[config.mk]
export PLATFORM = sky130hd
export DESIGN_NAME = branch_update_queue
export DESIGN_NICKNAME = d
export VERILOG_FILES = /design/src/rtl/branch_pkg.sv /design/src/rtl/branch_update_queue_storage.sv /design/src/rtl/branch_update_queue.sv
export SDC_FILE = /design/constraint.sdc
export NUM_CORES = 1
export LEC_CHECK = 0
export CAP_MARGIN = 20
export CORE_MARGIN = 1.5
export CORE_UTILIZATION = 55
export CTS_BUF_LIST = sky130_fd_sc_hd__clkbuf_2 sky130_fd_sc_hd__clkbuf_4 sky130_fd_sc_hd__clkbuf_8
export DETAILED_ROUTE_END_ITERATION = 8
export PLACE_DENSITY = 0.76
export SYNTH_ARGS = -nofsm -noshare
export SYNTH_HDL_FRONTEND = slang
export SYNTH_SLANG_ARGS = --single-unit
[constraint.sdc]
create_clock -name clk -period 13.4 [get_ports clk]
set_clock_uncertainty 0.15 [all_clocks]
set_input_delay 2.68 -clock clk [delete_from_list [all_inputs] [get_ports clk]]
set_output_delay 2.68 -clock clk [all_outputs]
set_load 0.01 [all_outputs]
[src/rtl/branch_pkg.sv]
// Types shared by the branch update queue and its entry storage.
package branch_pkg;

    localparam int BR_PC_NBITS = 32;

    typedef struct packed {
        logic                   taken;
        logic [BR_PC_NBITS-1:0] pc;
    } br_entry_t;

    // True when the queued prediction disagrees with the resolved direction.
    function automatic logic br_mispredict(input br_entry_t entry, input logic actual);
        return entry.taken != actual;
    endfunction

endpackage

[src/rtl/branch_update_queue_storage.sv]
// Entry array for the branch update queue: one write port, one combinational read port.
module branch_update_queue_storage
    import branch_pkg::*;
#(
    parameter int num_entries = 8,
    localparam int AW = $clog2(num_entries)
) (
    input  logic          clk,
    input  logic          we_i,
    input  logic [AW-1:0] waddr_i,
    input  br_entry_t     wdata_i,
    input  logic [AW-1:0] raddr_i,
    output br_entry_t     rdata_o
);

    br_entry_t mem_q [num_entries];

    // Synchronous write; contents are not reset because occupancy qualifies every read.
    always_ff @(posedge clk) begin
        if (we_i) begin
            mem_q[waddr_i] <= wdata_i;
        end
    end

    assign rdata_o = mem_q[raddr_i];

endmodule

[src/rtl/branch_update_queue.sv]
// In-order queue of branch predictions; drives predictor updates on resolve and flushes on mispredict.
module branch_update_queue
    import branch_pkg::*;
#(
    parameter int num_entries = 8,
    parameter int cnt_nbits   = 32,
    localparam int PTR_W = $clog2(num_entries),
    localparam int OCC_W = $clog2(num_entries + 1)
) (
    input  logic                   clk,
    input  logic                   reset,
    input  logic                   pred_val,
    output logic                   pred_rdy,
    input  logic                   pred_taken,
    input  logic [BR_PC_NBITS-1:0] pred_pc,
    input  logic                   resolve_val,
    output logic                   resolve_rdy,
    input  logic                   resolve_taken,
    output logic                   update_en,
    output logic                   update_val,
    output logic [BR_PC_NBITS-1:0] update_pc,
    output logic                   mispredict,
    output logic [cnt_nbits-1:0]   num_branches,
    output logic [cnt_nbits-1:0]   num_mispredicts,
    output logic [OCC_W-1:0]       occupancy
);

    logic [PTR_W-1:0]       head_q, head_d;
    logic [PTR_W-1:0]       tail_q, tail_d;
    logic [OCC_W-1:0]       occ_q, occ_d;
    logic                   update_en_q, update_en_d;
    logic                   update_val_q, update_val_d;
    logic [BR_PC_NBITS-1:0] update_pc_q, update_pc_d;
    logic                   mispredict_q, mispredict_d;
    logic [cnt_nbits-1:0]   nbr_q, nbr_d;
    logic [cnt_nbits-1:0]   nmis_q, nmis_d;

    logic      enq_fire_s;
    logic      res_fire_s;
    logic      mis_s;
    logic      wr_en_s;
    br_entry_t wr_entry_s;
    br_entry_t head_entry_s;

    branch_update_queue_storage #(
        .num_entries(num_entries)
    ) u_storage (
        .clk     (clk),
        .we_i    (wr_en_s),
        .waddr_i (tail_q),
        .wdata_i (wr_entry_s),
        .raddr_i (head_q),
        .rdata_o (head_entry_s)
    );

    assign pred_rdy    = (occ_q != OCC_W'(num_entries));
    assign resolve_rdy = (occ_q != {OCC_W{1'b0}});

    // Handshake decode; a mispredicting resolve turns any same-cycle enqueue into a dropped wrong-path entry.
    always_comb begin
        enq_fire_s       = pred_val && pred_rdy;
        res_fire_s       = resolve_val && resolve_rdy;
        mis_s            = res_fire_s && br_mispredict(head_entry_s, resolve_taken);
        wr_en_s          = enq_fire_s && !mis_s;
        wr_entry_s.taken = pred_taken;
        wr_entry_s.pc    = pred_pc;
    end

    // Pointer and occupancy next state, including the flush that empties the queue behind the resolved head.
    always_comb begin
        head_d = head_q;
        tail_d = tail_q;
        occ_d  = occ_q;
        if (res_fire_s) begin
            head_d = head_q + PTR_W'(1);
        end else begin
            head_d = head_q;
        end
        if (mis_s) begin
            tail_d = head_q + PTR_W'(1);
            occ_d  = {OCC_W{1'b0}};
        end else if (enq_fire_s) begin
            tail_d = tail_q + PTR_W'(1);
            occ_d  = occ_q + OCC_W'(1) - OCC_W'(res_fire_s);
        end else begin
            tail_d = tail_q;
            occ_d  = occ_q - OCC_W'(res_fire_s);
        end
    end

    // Update pulse and saturating statistics; update_val/update_pc hold between resolves.
    always_comb begin
        update_en_d  = res_fire_s;
        mispredict_d = mis_s;
        update_val_d = update_val_q;
        update_pc_d  = update_pc_q;
        nbr_d        = nbr_q;
        nmis_d       = nmis_q;
        if (res_fire_s) begin
            update_val_d = resolve_taken;
            update_pc_d  = head_entry_s.pc;
        end else begin
            update_val_d = update_val_q;
            update_pc_d  = update_pc_q;
        end
        if (res_fire_s && (nbr_q != {cnt_nbits{1'b1}})) begin
            nbr_d = nbr_q + cnt_nbits'(1);
        end else begin
            nbr_d = nbr_q;
        end
        if (mis_s && (nmis_q != {cnt_nbits{1'b1}})) begin
            nmis_d = nmis_q + cnt_nbits'(1);
        end else begin
            nmis_d = nmis_q;
        end
    end

    // State registers with synchronous reset; reset overrides a resolve from the previous cycle.
    always_ff @(posedge clk) begin
        if (reset) begin
            head_q       <= {PTR_W{1'b0}};
            tail_q       <= {PTR_W{1'b0}};
            occ_q        <= {OCC_W{1'b0}};
            update_en_q  <= 1'b0;
            update_val_q <= 1'b0;
            update_pc_q  <= {BR_PC_NBITS{1'b0}};
            mispredict_q <= 1'b0;
            nbr_q        <= {cnt_nbits{1'b0}};
            nmis_q       <= {cnt_nbits{1'b0}};
        end else begin
            head_q       <= head_d;
            tail_q       <= tail_d;
            occ_q        <= occ_d;
            update_en_q  <= update_en_d;
            update_val_q <= update_val_d;
            update_pc_q  <= update_pc_d;
            mispredict_q <= mispredict_d;
            nbr_q        <= nbr_d;
            nmis_q       <= nmis_d;
        end
    end

    assign update_en       = update_en_q;
    assign update_val      = update_val_q;
    assign update_pc       = update_pc_q;
    assign mispredict      = mispredict_q;
    assign num_branches    = nbr_q;
    assign num_mispredicts = nmis_q;
    assign occupancy       = occ_q;

endmodule

; ---- After elaboration in Yosys (flattened, before gate mapping)
; Memories as Yosys holds them, arrays and structs flattened. A register that Yosys moved wholly into a read port is not among the register bits.
; Index checks and enable logic that the tools add are counted.
[totals]
regBits = 109
word_cells = 38
in_bits = 38
output_inout_bits = 105
ram_bits = 264
n_memories = 1
[memory_table]
columns = name, words, word_bits, read_ports, rd_ports_with_merged_regs, write_ports, line_no
row1 = u_storage.mem_q, 8, 33, 1, 1, 1, branch_update_queue_storage.sv:16  ; br_entry_t mem_q [num_entries];
[classes]
n_mux = 7
eq_ne = 4
n_reduce_logical = 10
addsub = 7
[op_table]
columns = cell, n
row1 = $add 32x1->32 const B, 2
row2 = $ne 32x32->1 const B, 2
row3 = $mux 3, 4
row4 = $sub 4x1->4, 2
row5 = $add 3x1->3 const B, 2
row6 = $logic_and 1x1->1, 6
row7 = $add 4x1->4 const B, 1
row8 = $mux 4, 1
row9 = $ne 4x4->1 const B, 1
row10 = $reduce_bool 4->1, 1
row11 = $mux 1, 2
row12 = $reduce_bool 2->1, 1
row13 = $reduce_or 2->1, 1
row14 = $logic_not 1->1, 1
row15 = $ne 1x1->1, 1

; ---- Longest topological paths before layout
[depth]
depth_word = 7
ltp_mapped = 12
mapped_depth_nobuf = 11

; ---- Modules after synthesis
; From an unflattened synthesis, not the netlist that was laid out.
[hier_totals]
hier_cells = 1003
area_unflattened_um2 = 14913.1
[by_module_without_submodules]
columns = mod, seq_area_each_um2, area_per_inst_um2, instances, cells_per_inst
row1 = branch_update_queue_storage, 7927.6, 9979.6, 1, 394
row2 = branch_update_queue, 2182.1, 4933.5, 1, 609

; ---- Worst setup path before layout
; OpenSTA, ideal clock, no wires.
[synth_path]
kind = input port to flip-flop
start = in resolve_val
end = mem u_storage.mem_q[0][0] (netlist name) (enable)
path_buffers = 1
required_time_ps = 12732
path_stages = 4
arrival_time_ps = 6790
setup_time_ps = 518
path_slack_ps = 5942
cell_sequence = and3_1 mux2_2 clkbuf_1 nor4b_1
[synth_via]
elab_chain_len = 6
[synth_rtl]
columns = item, line_no
row1 = "start, declared", branch_update_queue.sv:16  ; input logic resolve_val,
row2 = $logic_and 1x1->1, branch_update_queue.sv:62  ; res_fire_s = resolve_val && resolve_rdy;
row3 = $logic_and 1x1->1, branch_update_queue.sv:63  ; mis_s = res_fire_s && br_mispredict(head_entry_s, resolve_taken);
row4 = $logic_not 1->1, branch_update_queue.sv:64  ; wr_en_s = enq_fire_s && !mis_s;
row5 = $logic_and 1x1->1, branch_update_queue.sv:64
row6 = $mux 1, branch_update_queue_storage.sv:20  ; if (we_i) begin
row7 = $mux 1 (not written as such), branch_update_queue_storage.sv:21  ; mem_q[waddr_i] <= wdata_i;
row8 = "end, declared", branch_update_queue_storage.sv:16
; No other way between the ends.

; ---- Worst setup path in the final report
[layout_path]
start = in resolve_val
end = mem u_storage.mem_q[5][17] (netlist name) (enable)
; Same word-level chain as after synthesis.

==> summary.md <==
| Metric | Value |
|---|---|
| Hold WC Path Type | `register to register` |
| Final setup vio count | `0` |
| DRC violations left | `0` |
| Period utilization | `39.5%` |
| Number of diodes | `0` |
| Area growth, synth to finish | `20.8%` |
| Minimum clock period | `5.30 ns` |
| Max Buffers Root-to-Sink | `3` |
| Synth Cell Area | `14900 um2` |
| Nets | `1190` |
| Top_reg_cell synth | `edfxtp_1` |
| Setup_tns | `0 ns` |
| Synth Register Bits | `376` |
| Num rows | `60` |
| Gate Count Post-Synth | `978` |
| Total I/O pin count | `143` |
| Max IR drop VDD | `106 uV` |
| Top post-synthesis cells by area | `edfxtp_1 53%, dfxtp_1 15%, mux4_2 9.7%, mux2i_1 2.3%, nor2_1 2.0%` |
| Root Buffer | `clkbuf_8` |
| Post-DRT Antenna Nets | `0` |
| Clk_lat worst skew | `0.58 ns` |
| CTS buffer count | `58` |
| DIE HEIGHT | `168 um` |
| CTS tree | `done` |
| WL final | `30.0 mm` |
| Die W | `168 um` |
| Area of the die | `28100 um2` |
| Fillers | `1832` |
| Post-CTS sizing | `0` |
| Outcome | `finished clean` |
| Initial antenna violation count | `0` |
| Gpl congestion | `0.844` |
| Post-synth top area cell | `edfxtp_1` |
| Maximum number of pins on one net before global-route repair | `104` |
| Initial DRT Pass Iterations | `5` |
| Initial Util | `55.7%` |
| Wire per inst | `19.6 um` |
| Share of post-route cells with drive strength above 1 | `16.9%` |
| Crit end category | `register` |
| Final HPWL DP | `17.5 mm` |
| GRT overflow | `0` |
| Vias per std cell | `5.91` |
| Crit path kind | `primary input to register` |
| Hold Buf Count CTS | `0` |
| Critical Path RT | `13.44 ns` |
| PortBufs | `142` |
| Max cap viols | `0` |
| 1st-iter DRT viols | `825` |
| CP Max Fanout | `33` |
| Worst setup SP type | `primary input` |
| Layout Utilization | `67.3%` |
| CTS Sinks | `376` |
| Lkg Pwr | `0.00569 uW` |
| Measured slew at the worst slew-check pin | `1.08 ns` |
| Syn Nets | `1027` |
| Area share of the largest cell type after synthesis | `53.1%` |
| Unique masters post-synth | `46` |
| Postcts setup bufs | `0` |
| Core ar. | `26800 um2` |
| Htree depth | `2` |
| Crit path DAT | `5.34 ns` |
| Vias in the first global route | `8892` |
| Via count | `9037` |
| First-pass GRT wire length | `47.6 mm` |
| Clock transition at path regs | `0.06 ns` |
| FMAX | `189 MHz` |
| Fin. max-slew vios | `0` |
| Endpoints failing hold | `0` |
| All-Layer GR Usage | `21.6%` |
| Seq/Total Area, Yosys | `68.1%` |
| Post-synthesis async set-or-reset flop share | `0%` |
| Power Density | `183 nW/um2` |
| Slew headroom | `26.7%` |
| Syn Area/Cell | `15.3 um2` |
| Post-synth EDFFs | `264` |
| Ys Warns | `0` |
| RSZ-0062 raised after global routing | `no` |
==> cell type report <==
cell class	count	area, um2	share of cell area, %
flip-flops and latches	376	10200	56.5
clock inverters	16	153	0.847
multi-input cells	535	4550	25.2
clock buffers	90	1110	6.14
well taps	341	427	2.37
repair buffers	156	1560	8.66
inverters	14	52.6	0.292
==> per-layer routing <==
metal	vias to the layer above	track usage [%]	part of all wire, %
met5	-	0	0
met3	42	4.11	5.6
met2	292	36.3	49
met4	0	5.80	1.6
met1	4511	29.2	43
li1	4192	-	-
==> through the flow <==
step	cells	hold slack (ns)	total power (uW)	cell area (um2)	setup WS, ns
after floorplan	978	0.304	2020	14900	5.94
after global placement	1419	0.319	2290	16700	7.66
after detailed placement	1419	0.315	2310	16700	7.58
after CTS	1525	0.327	3310	18000	8.17
after global routing	1528	0.373	3450	18000	7.95
final	1528	0.322	3290	18000	8.10
==> flip-flops by register name, summed over array words and instances, names as in the netlist, named ones only <==
signal           count
u_storage.mem_q    264
num_branches        32
num_mispredicts     32
update_pc           32
occupancy            4
head_q               3
tail_q               3
mispredict           1
update_en            1
update_val           1
==> kinds of logic after synthesis <==
kind of cell             after synthesis  synth area share, %
AO/OA/AOI/OAI                        117                 5.06
AND/OR/NAND/NOR                      267                 9.52
XOR/XNOR                              33                 1.94
buffers and inverters                 67                 1.79
flip-flops                           376                 68.1
multiplexers                         107                 12.6
adder cells (fa/ha/maj)               11                0.922
==> report_power, final <==
part / switching (uW) / internal (uW)
Combinational: 401 / 382
Clock: 422 / 582
Sequential: 82.1 / 1420
==> worst max-delay path, cell delays in order <==
cell	delay [ns]
clkdlybuf4s50_1	0.47
nand2_1	0.33
nor2_1	0.14
mux2_2	0.41
nor2_1	0.30
and4b_2	0.99
==> placed cells by master (no fill, tap or decap), drive strengths merged, types with 2 or more instances in the layout <==
cell type,synthesis,final
edfxtp,264,264
clkdlybuf4s50,0,141
dfxtp,112,112
clkbuf,36,91
nor2,81,81
mux4,64,64
a21oi,38,38
a211oi,35,35
nand2,34,34
mux2i,34,34
nand3,27,27
nand4,20,20
or4,19,19
o31ai,19,19
xnor2,17,17
or3,17,17
xor2,16,16
o21ai,16,16
inv,13,16
buf,17,14
nor3,13,13
ha,11,11
and4,11,11
clkinv,1,11
and2,10,10
mux2,9,9
and3,9,9
nor2b,7,7
nor4,6,6
a2111oi,3,3
bufinv,0,3
nor4b,3,3
nor3b,2,2
and4b,2,2
nor4bb,2,2
==> path summary, 6_finish.rpt <==
kind                    start                endpoint  slack [ns]  cells after the start
setup / recovery  resolve_val  u_storage.mem_q[5][17]        8.10                      6
setup reg to reg     register  u_storage.mem_q[5][17]        9.07                      7
hold / removal     update_val              update_val        0.32                      2
hold reg to reg    update_val              update_val        0.32                      2
==> Yosys cell counts, types with 5 or more instances <==
library cell,count
dfxtp_1,112
a21oi_1,38
clkbuf_1,36
nand2_1,34
nor3_1,13
or4_1,19
mux4_2,64
and2_1,10
buf_2,10
a211oi_1,35
mux2i_1,34
mux2_2,9
buf_1,6
nand3_1,27
o21ai_0,16
nor2_1,81
and4_1,11
inv_1,13
or3_1,17
nor2b_1,7
xnor2_1,17
edfxtp_1,264
ha_1,11
and3_1,9
nor4_1,5
xor2_1,16
nand4_1,20
o31ai_1,19
No activity file was read; power rests on OpenSTA's default activity.
